$ cat config.mk
export PLATFORM = sky130hd
export DESIGN_NAME = blake_round_ctrl
export DESIGN_NICKNAME = d
export VERILOG_FILES = /design/src/rtl/blake_pkg.sv /design/src/rtl/blake_round_cnt.sv /design/src/rtl/blake_round_ctrl.sv
export SDC_FILE = /design/constraint.sdc
export NUM_CORES = 1
export LEC_CHECK = 0
export ABC_CLOCK_PERIOD_IN_PS = 3600
export CORE_MARGIN = 2
export CORE_UTILIZATION = 52
export CTS_CLUSTER_DIAMETER = 150
export DETAILED_ROUTE_END_ITERATION = 12
export GPL_TIMING_DRIVEN = 1
export HOLD_SLACK_MARGIN = 0.08
export PLACE_DENSITY = 0.81
export SKIP_CTS_REPAIR_TIMING = 1
export SLEW_MARGIN = 40
export SYNTH_ARGS = -nofsm -noshare
export SYNTH_HDL_FRONTEND = slang
export SYNTH_SLANG_ARGS = --single-unit
$ cat constraint.sdc
create_clock -name clk -period 3.6 [get_ports clk]
set_input_delay 0.54 -clock clk [delete_from_list [all_inputs] [get_ports clk]]
set_output_delay 0.54 -clock clk [all_outputs]
set_load 0.05 [all_outputs]
$ cat src/rtl/blake_pkg.sv
// blake_pkg: shared state encoding and sizing constants for the BLAKE-512 round sequencer
package blake_pkg;
  typedef enum logic [2:0] {S_IDLE, S_INIT, S_RUN, S_FINAL, S_HOLD} state_t;
  localparam int NUM_ROUNDS_512 = 16;
  localparam int SIGMA_ROWS = 10;
  localparam int STEPS_512 = 4;
  localparam int ROUND_W = $clog2(NUM_ROUNDS_512);
  localparam int STEP_W = $clog2(STEPS_512);
  localparam int SIGMA_W = $clog2(SIGMA_ROWS);
endpackage

$ cat src/rtl/blake_round_cnt.sv
// blake_round_cnt: step/round/sigma-row counter chain with clear, advance and last-step flag
module blake_round_cnt #(
  parameter int NUM_ROUNDS = 16,
  parameter int STEPS = 4,
  parameter int SIGMA_N = 10,
  localparam int RW = $clog2(NUM_ROUNDS),
  localparam int SW = $clog2(STEPS),
  localparam int GW = $clog2(SIGMA_N)
)(
  input  logic          clk,
  input  logic          rstb,
  input  logic          clear,
  input  logic          advance,
  output logic [RW-1:0] round_idx,
  output logic [SW-1:0] step_idx,
  output logic [GW-1:0] sigma_row,
  output logic          last
);
  logic step_wrap;
  assign step_wrap = step_idx == SW'(STEPS - 1);
  assign last = step_wrap && round_idx == RW'(NUM_ROUNDS - 1);
  // Step rolls into round; sigma row tracks the round with its own wrap instead of a modulo.
  always_ff @(posedge clk or negedge rstb) begin
    if (!rstb) begin
      step_idx  <= '0;
      round_idx <= '0;
      sigma_row <= '0;
    end else if (clear) begin
      step_idx  <= '0;
      round_idx <= '0;
      sigma_row <= '0;
    end else if (advance) begin
      step_idx <= step_wrap ? '0 : step_idx + 1'b1;
      if (step_wrap) begin
        round_idx <= round_idx + 1'b1;
        sigma_row <= sigma_row == GW'(SIGMA_N - 1) ? '0 : sigma_row + 1'b1;
      end
    end
  end
endmodule

$ cat src/rtl/blake_round_ctrl.sv
// blake_round_ctrl: round sequencer FSM driving the BLAKE-512 state register and G-stage indices
module blake_round_ctrl
  import blake_pkg::*;
#(
  parameter int NUM_ROUNDS = NUM_ROUNDS_512,
  parameter int STEPS_PER_ROUND = STEPS_512,
  parameter int SIGMA_ROWS = blake_pkg::SIGMA_ROWS
)(
  input  logic               clk,
  input  logic               rstb,
  input  logic               start_valid,
  output logic               start_ready,
  output logic               init_round,
  output logic               round_ing,
  output logic               count_done,
  output logic [ROUND_W-1:0] round_idx,
  output logic [STEP_W-1:0]  step_idx,
  output logic [SIGMA_W-1:0] sigma_row,
  output logic               diag,
  output logic               out_valid,
  input  logic               out_ready
);
  state_t state_q, state_d;
  logic last;
  logic clear;
  logic advance;
  // Indices restart on acceptance of a request and on release of the result; they freeze after the last step.
  assign clear = (start_valid && start_ready) || (out_valid && out_ready);
  assign advance = round_ing && !last;
  assign diag = step_idx >= STEP_W'(STEPS_PER_ROUND / 2);
  blake_round_cnt #(
    .NUM_ROUNDS(NUM_ROUNDS),
    .STEPS(STEPS_PER_ROUND),
    .SIGMA_N(SIGMA_ROWS)
  ) u_cnt (
    .clk(clk),
    .rstb(rstb),
    .clear(clear),
    .advance(advance),
    .round_idx(round_idx),
    .step_idx(step_idx),
    .sigma_row(sigma_row),
    .last(last)
  );
  // State register.
  always_ff @(posedge clk or negedge rstb) begin
    if (!rstb) state_q <= S_IDLE;
    else state_q <= state_d;
  end
  // Next state and strobes decoded purely from the registered state.
  always_comb begin
    state_d = state_q;
    start_ready = 1'b0;
    init_round = 1'b0;
    round_ing = 1'b0;
    count_done = 1'b0;
    out_valid = 1'b0;
    case (state_q)
      S_IDLE: begin
        start_ready = 1'b1;
        if (start_valid) state_d = S_INIT;
      end
      S_INIT: begin
        init_round = 1'b1;
        state_d = S_RUN;
      end
      S_RUN: begin
        round_ing = 1'b1;
        if (last) state_d = S_FINAL;
      end
      S_FINAL: begin
        count_done = 1'b1;
        state_d = S_HOLD;
      end
      S_HOLD: begin
        out_valid = 1'b1;
        if (out_ready) state_d = S_IDLE;
      end
      default: state_d = S_IDLE;
    endcase
  end
  // State-register control strobes never overlap.
  assert property (@(posedge clk) disable iff (!rstb) $onehot0({init_round, round_ing, count_done}));
endmodule
==> results.txt <==
- Syn avg cell area: 10.4 sq um
* Total number of clock tree sinks: 13
- After detailed routing, the number of vias per cell comes to 6.03.
* Cell Count, Final, Fillers Out: 118
- After synthesis, the largest family of logic cells by area is simple AND/OR/NAND/NOR gates.
* Fraction of registers with async set or reset after synthesis: 1.00
- Peak supply drop: 0.380 mV
* Cell count of the worst reg-to-reg path: 4
- After technology mapping, the gate count stands at 83.
- Once detail routing completed, the nets flagged for antenna violations numbered 0.
* Cell leakage power: 0.435 nW
- Number of cells in the design after placement: 114
- Ranked by instance count, the synthesized netlist is headed by 13 x dfrtp_1, 7 x a21oi_1, 6 x inv_1, 5 x ha_1, 5 x nand3_1.
* Length of the first detailed-routing pass in iterations: 4
- Number of diodes: 0
- Entering global routing, the biggest net connects 14 pins.
* Min-Delay Endpoint: u_cnt.step_idx[0]
* Transition time at the pin with the least slew margin: 0.585 ns
- After synthesis, the share of cell area in mux cells is 0.0116.
* Num CTS Buffers: 3
- When the netlist entered floorplanning its net count stood at 92.
- Effective utilization at floorplan: 0.564
- The share of the Yosys chip area taken by registers is 0.378.
- Row generation in the floorplan step produced 14 rows.
- GP Congestion: 0.804
- In the final routed layout, each cell accounts on average for 15.8 microns.
- Die area: 1990 sq um
- Time the worst path needs with I/O delays and setup: 2.60 ns
* Total routing usage reported by global routing: 0.214
- Reg2reg setup slack: 2.00 ns
* DR iter-0 viols: 13
- Design area: 1060 sq um
* Startpoint of the most critical hold path: u_cnt.step_idx[0]
- Cell type with the highest aggregate area in the netlist: dfrtp_1
* Post-synthesis share of cell area spent on xor and xnor gates: 0
- The worst register-to-register path ends at u_cnt.round_idx[3].
- Launch point of the critical path: state_q[1]
- Top cells by area in the synthesized netlist: dfrtp_1 38%, ha_1 7.3%, a21oi_1 4.1%
- Compound-gate portion of the synthesized area: 0.202
- Number of warnings issued by yosys: 0
* Crit. End Element: output port
* NumNets Final: 112
- Required time at the worst-slack endpoint: 3.06 ns
* Total I/O pin count: 20
- Number of maximum-capacitance constraint violations: 0
- For this run, design rule violations remaining after detail routing come to 0.
- In this run the worst hold path is classified as flop to flop.
- STA puts the critical path data arrival time at 2.06 ns.
- Max clock buf depth: 2
* Via count of the first global-routing pass: 661
- In this run the cell area of the synthesized design comes to 860 sq um.
- The detailed router placed 712 vias in this run.
- Die Span Y: 44.7 microns
- Synthesis instantiated 36 different standard cells from the library.
* RR Startpoint: u_cnt.step_idx[1]
- Top cell type's share of synthesized area: 0.378
- Clock tree from TritonCTS: built
- Dominant synthesized flop cell: dfrtp_1
- The flow ran to the end, and the final reports show no timing, DRC or antenna violations.
- In this run the tightest slew margin relative to its limit is 0.609.
* Share of the cycle needed by the critical path after routing: 0.723
- In this run the cell area measured after placement is 1030 sq um.
- Hold Path Stages: 3
- Of the total synthesized cell area, the portion taken by AND, OR, NAND and NOR gates is 0.265.
* Achievable clock frequency: 384 MHz
- Number of enable flip-flop cells after synthesis: 0
* RSZ-0062 raised after global routing: false
- The largest individual stage delay along the critical path comes from the cell clkdlybuf4s50_1.
- Final hold violation count: 0
* Critical Path, Cell by Cell: nor3b_4 > clkdlybuf4s50_1
* Adder-cell share of the synthesized area: 0.0728
* Final standard cell utilization of the core: 0.695
* Startpoint type of the worst setup path: flop
- CTS placed an instance of clkbuf_4 at the clock tree root.
* Crit Path Category: flop to output port
- The first global-routing pass estimated 3080 microns of wire.
* Maximum fanout along the worst path: 11
* Post-DP HPWL: 1300 microns
- Share of final-layout standard cells stronger than drive strength 1: 0.0980
- Placeable core region: 1520 sq um
- Horizontal die dimension: 44.7 microns
* Cell with the most instances after synthesis: dfrtp_1
* Syn-to-layout area delta: 23.3%
- Congestion Overflow GR: 0
- Post-route clock skew: 0.000537 ns
- Final number of setup-violating endpoints: 0
* Critical path's largest stage delay: 0.86 ns
- The clock reaches the later pin of the worst-skew pair after 0.28 ns.
- The number of max-slew violations in the final report came to 0.
- Setup TNS after final layout: 0 ns
- Counting flops and latches in the post-synthesis netlist gives 13.
* Deepest level of the CTS H-tree: 1
- Clock-pin slew on the worst setup and hold paths: 0.08 ns
- Power per standard cell area: 782 nW/um^2
* Total detailed-routing wirelength: 1860 microns
- Count of input and output buffers: 19
- The number of antenna violations at the first check in global routing came to 0.
cells in the final DEF, fill, tap and decap left out, types with 2 or more instances in the layout:
cell / synthesis / layout
a21oi_1: 7 / 7
nor3_1: 4 / 4
and3_1: 2 / 2
nand3_1: 5 / 5
nand4_1: 2 / 2
dfrtp_1: 13 / 13
and3b_1: 2 / 2
nor3b_1: 4 / 4
nand4b_1: 2 / 2
o21ai_0: 4 / 4
clkbuf_4: 0 / 3
inv_1: 6 / 6
clkdlybuf4s50_1: 0 / 19
a21o_1: 2 / 2
ha_1: 5 / 5
logic make-up after synthesis:
family	after synthesis
buf+inv	10
simple gates	31
compound gates	23
fa+ha+maj	5
mux	1
flops	13
sequential cells by signal (all words and copies together), names as in the netlist:
| register | flops |
|---|---|
| u_cnt.step_idx | 2 |
| state_q | 3 |
| u_cnt.sigma_row | 4 |
| u_cnt.round_idx | 4 |
routing by layer:
layer | share of wire | track usage | vias to the layer above
li1 | - | - | 353
met4 | 0.012 | 0.0909 | 0
met2 | 0.46 | 0.328 | 23
met5 | 0 | 0 | -
met1 | 0.48 | 0.303 | 332
met3 | 0.046 | 0.0245 | 4
power breakdown:
part	internal (mW)	switching (mW)
logic	0.177	0.299
registers	0.182	0.0785
clock network	0.0412	0.0509
worst max-delay path: cells and delay by family (launching register included):
| kind | cells | cell delay (ns) |
|---|---|---|
| flops | 1 | 0.58 |
| buf+inv | 1 | 0.86 |
| simple gates | 1 | 0.35 |
worst max-delay path by stage:
| stage | to | slack (ns) | cells after the start |
|---|---|---|---|
| 5_1_grt | round_ing | 0.92 | 2 |
| 3_3_place_gp | round_ing | 1.37 | 2 |
| 2_1_floorplan | out_valid | 1.32 | 2 |
| 6_report | round_ing | 1.0 | 2 |
| 4_1_cts | round_ing | 1.01 | 2 |
| 3_5_place_dp | round_ing | 1.33 | 2 |
metrics by stage:
stage / power [mW] / setup slack [ns] / hold slack (ns)
after floorplan: 0.611 / 1.32 / 0.244
after global placement: 0.726 / 1.37 / 0.582
after detailed placement: 0.739 / 1.33 / 0.605
after CTS: 0.832 / 1.01 / 0.619
after global routing: 0.878 / 0.916 / 0.656
final: 0.829 / 0.999 / 0.619
final cells by class:
type,count,area [sq um]
repair buffers,19,190
fillers,117,464
clock inverters,1,5.00
well taps,16,20.0
flip-flops and latches,13,325
clock buffers,3,22.5
multi-input cells,60,474
inverters,6,22.5
No activity file was read; power rests on OpenSTA's default activity.
==> patch, RTL diff (config.mk and constraints unchanged) <==
The package constant `NUM_ROUNDS_512` goes from 16 to 8.
--- a/src/rtl/blake_pkg.sv
+++ b/src/rtl/blake_pkg.sv
@@ -1,7 +1,7 @@
 // blake_pkg: shared state encoding and sizing constants for the BLAKE-512 round sequencer
 package blake_pkg;
   typedef enum logic [2:0] {S_IDLE, S_INIT, S_RUN, S_FINAL, S_HOLD} state_t;
-  localparam int NUM_ROUNDS_512 = 16;
+  localparam int NUM_ROUNDS_512 = 8;
   localparam int SIGMA_ROWS = 10;
   localparam int STEPS_512 = 4;
   localparam int ROUND_W = $clog2(NUM_ROUNDS_512);
Interface: changed (resized round_idx); port bits go from 20 to 19. No check against the original RTL was run, so the function may have changed too.
==> patch against the original RTL <==
Synthesized area shrank 15%; wire length shrank 23%; synthesized cell count shrank 12%; sequential cell count shrank 1; register-to-register slack lost 0.08 ns; non-clock buffer count shrank 1; cell area shrank 11%; global-route usage shrank 1.1 points; worst setup slack lost 0.16 ns; power shrank 7.6%; core utilization grew 2.9 points; critical path type unchanged; critical endpoint unchanged; highest routed layer unchanged.
==> patch: results (changes against the original RTL) <==
Non-clock buffers 18 (-1); top fanout value on the critical path 12 (+1); top flop regs u_cnt.sigma_row x4, state_q x3, u_cnt.round_idx x3; number of multi-input combinational cells in the layout 54 (-10%); post-synth net total 83 (-9.8%); sequential cell area fraction in the yosys report 0.4117 (+0.03321); maximum number of pins on one net before global-route repair 13 (-1); largest voltage drop on the vdd net 0.4869 mV (+28%); sequential share of power 0.280 (-0.034); depth of the CTS H-tree 1 (unchanged); vias in the first global route 589 (-11%); power attributed to the clock group 0.107 mW (+16%); HPWL after detailed placement 1.078 mm (-17%); share of the core filled with cells 0.7240 (+0.02864); Slew @ Worst Pin 0.5538 ns (-0.03097 ns); Total Routing Usage GR 0.2026 (-0.01099); power density normalized to cell area 812.9 nW/µm² (+3.9%); Sinks on Clock Net 12 (-1); Clock Skew 0.008227 ns (+0.007690 ns); leakage component of the power 0.4069 nW (-6.5%); largest cells by area after synthesis sky130_fd_sc_hd__dfrtp_1 41%, sky130_fd_sc_hd__ha_1 10%, sky130_fd_sc_hd__a21oi_1 6.2%; standard cell area after detailed placement 905.9 µm² (-12%); vias per cell 5.620 (-6.9%); clock buffer count in the final layout 4 (+1); fraction of final layout cells sized beyond drive strength 1 0.09677 (-0.001265); compound-cell area share of the yosys netlist 0.1647 (-0.03766); Sequential Area 300.3 µm² (-7.7%); Non-clock inverters 5 (-1); adder and majority cell fraction of the synthesized area 0.1029 (+0.03014); status complete, no violations; Filler Cell Count 94 (-20%); Buffers on Ports 18 (-1); average wire per standard cell 13.28 µm (-16%); vias 607 (-15%); Internal Power 0.3826 mW (-4.5%); gp weighted congestion 0.8024 (-0.19%); Final clock-cell share 0.03851 (+0.01254); multi-input gate share of total cell area 0.4117 (-0.03577); worst slack at placement 1.138 ns (-0.1879 ns); Cell variety after synth 29 (-19%); count of mapped cells out of synthesis 73 (-12%); number of DRC violations after detailed-routing iteration 0 11 (-2); multiplexer area fraction after synthesis 0.02744 (+0.01580); non-clock buffer share of cell area 0.1912 (+0.01178); final layout net count 104 (-7.1%); top cells by instance count after synthesis 12 x sky130_fd_sc_hd__dfrtp_1, 9 x sky130_fd_sc_hd__a21oi_1, 7 x sky130_fd_sc_hd__o21ai_0, 6 x sky130_fd_sc_hd__ha_1, 4 x sky130_fd_sc_hd__inv_1
==> patch: cell count changes after synthesis, moves of 2 or more <==
cell / change
sky130_fd_sc_hd__and3b_1: -2
sky130_fd_sc_hd__or3_1: +2
sky130_fd_sc_hd__nor3_1: -2
sky130_fd_sc_hd__and3_1: -2
sky130_fd_sc_hd__inv_1: -2
sky130_fd_sc_hd__and2_1: +2
sky130_fd_sc_hd__a21oi_1: +2
sky130_fd_sc_hd__o21ai_0: +3
sky130_fd_sc_hd__nand3_1: -3
sky130_fd_sc_hd__buf_4: -2
==> patch: metal layers <==
metal	track usage	part of all wire	up-vias
met5	0	0	-
met4	0.07742	0.014	0
met3	0.03913	0.031	4
met2	0.3000	0.45	13
met1	0.2921	0.50	279
li1	-	-	311
==> patch: critical path, cell delays in order (launching register included) <==
cell and delay [ns]:
sky130_fd_sc_hd__dfrtp_1 0.47, sky130_fd_sc_hd__or3b_4 0.48, sky130_fd_sc_hd__clkinv_1 0.17, sky130_fd_sc_hd__clkdlybuf4s50_1 0.83
==> patch: final timing paths <==
check | startpoint | endpoint | depth (start not counted) | slack (ns)
worst max-delay path | state_q[1] | round_ing | 3 | 0.84
worst min-delay path | state_q[2] | state_q[0] | 1 | 0.57
worst min register to register | state_q[2] | state_q[0] | 1 | 0.57
max in group asynchronous | rstb | u_cnt.round_idx[1] | 1 | 2.63
min in group asynchronous | rstb | u_cnt.step_idx[1] | 1 | 0.61
worst max register to register | u_cnt.round_idx[0] | u_cnt.round_idx[0] | 5 | 1.92
==> patch: cell families after synthesis <==
| logic type | Yosys count |
|---|---|
| AO/OA/AOI/OAI | 21 |
| adder cells (fa/ha/maj) | 6 |
| buffers and inverters | 7 |
| flip-flops | 12 |
| multiplexers | 2 |
| AND/OR/NAND/NOR | 25 |
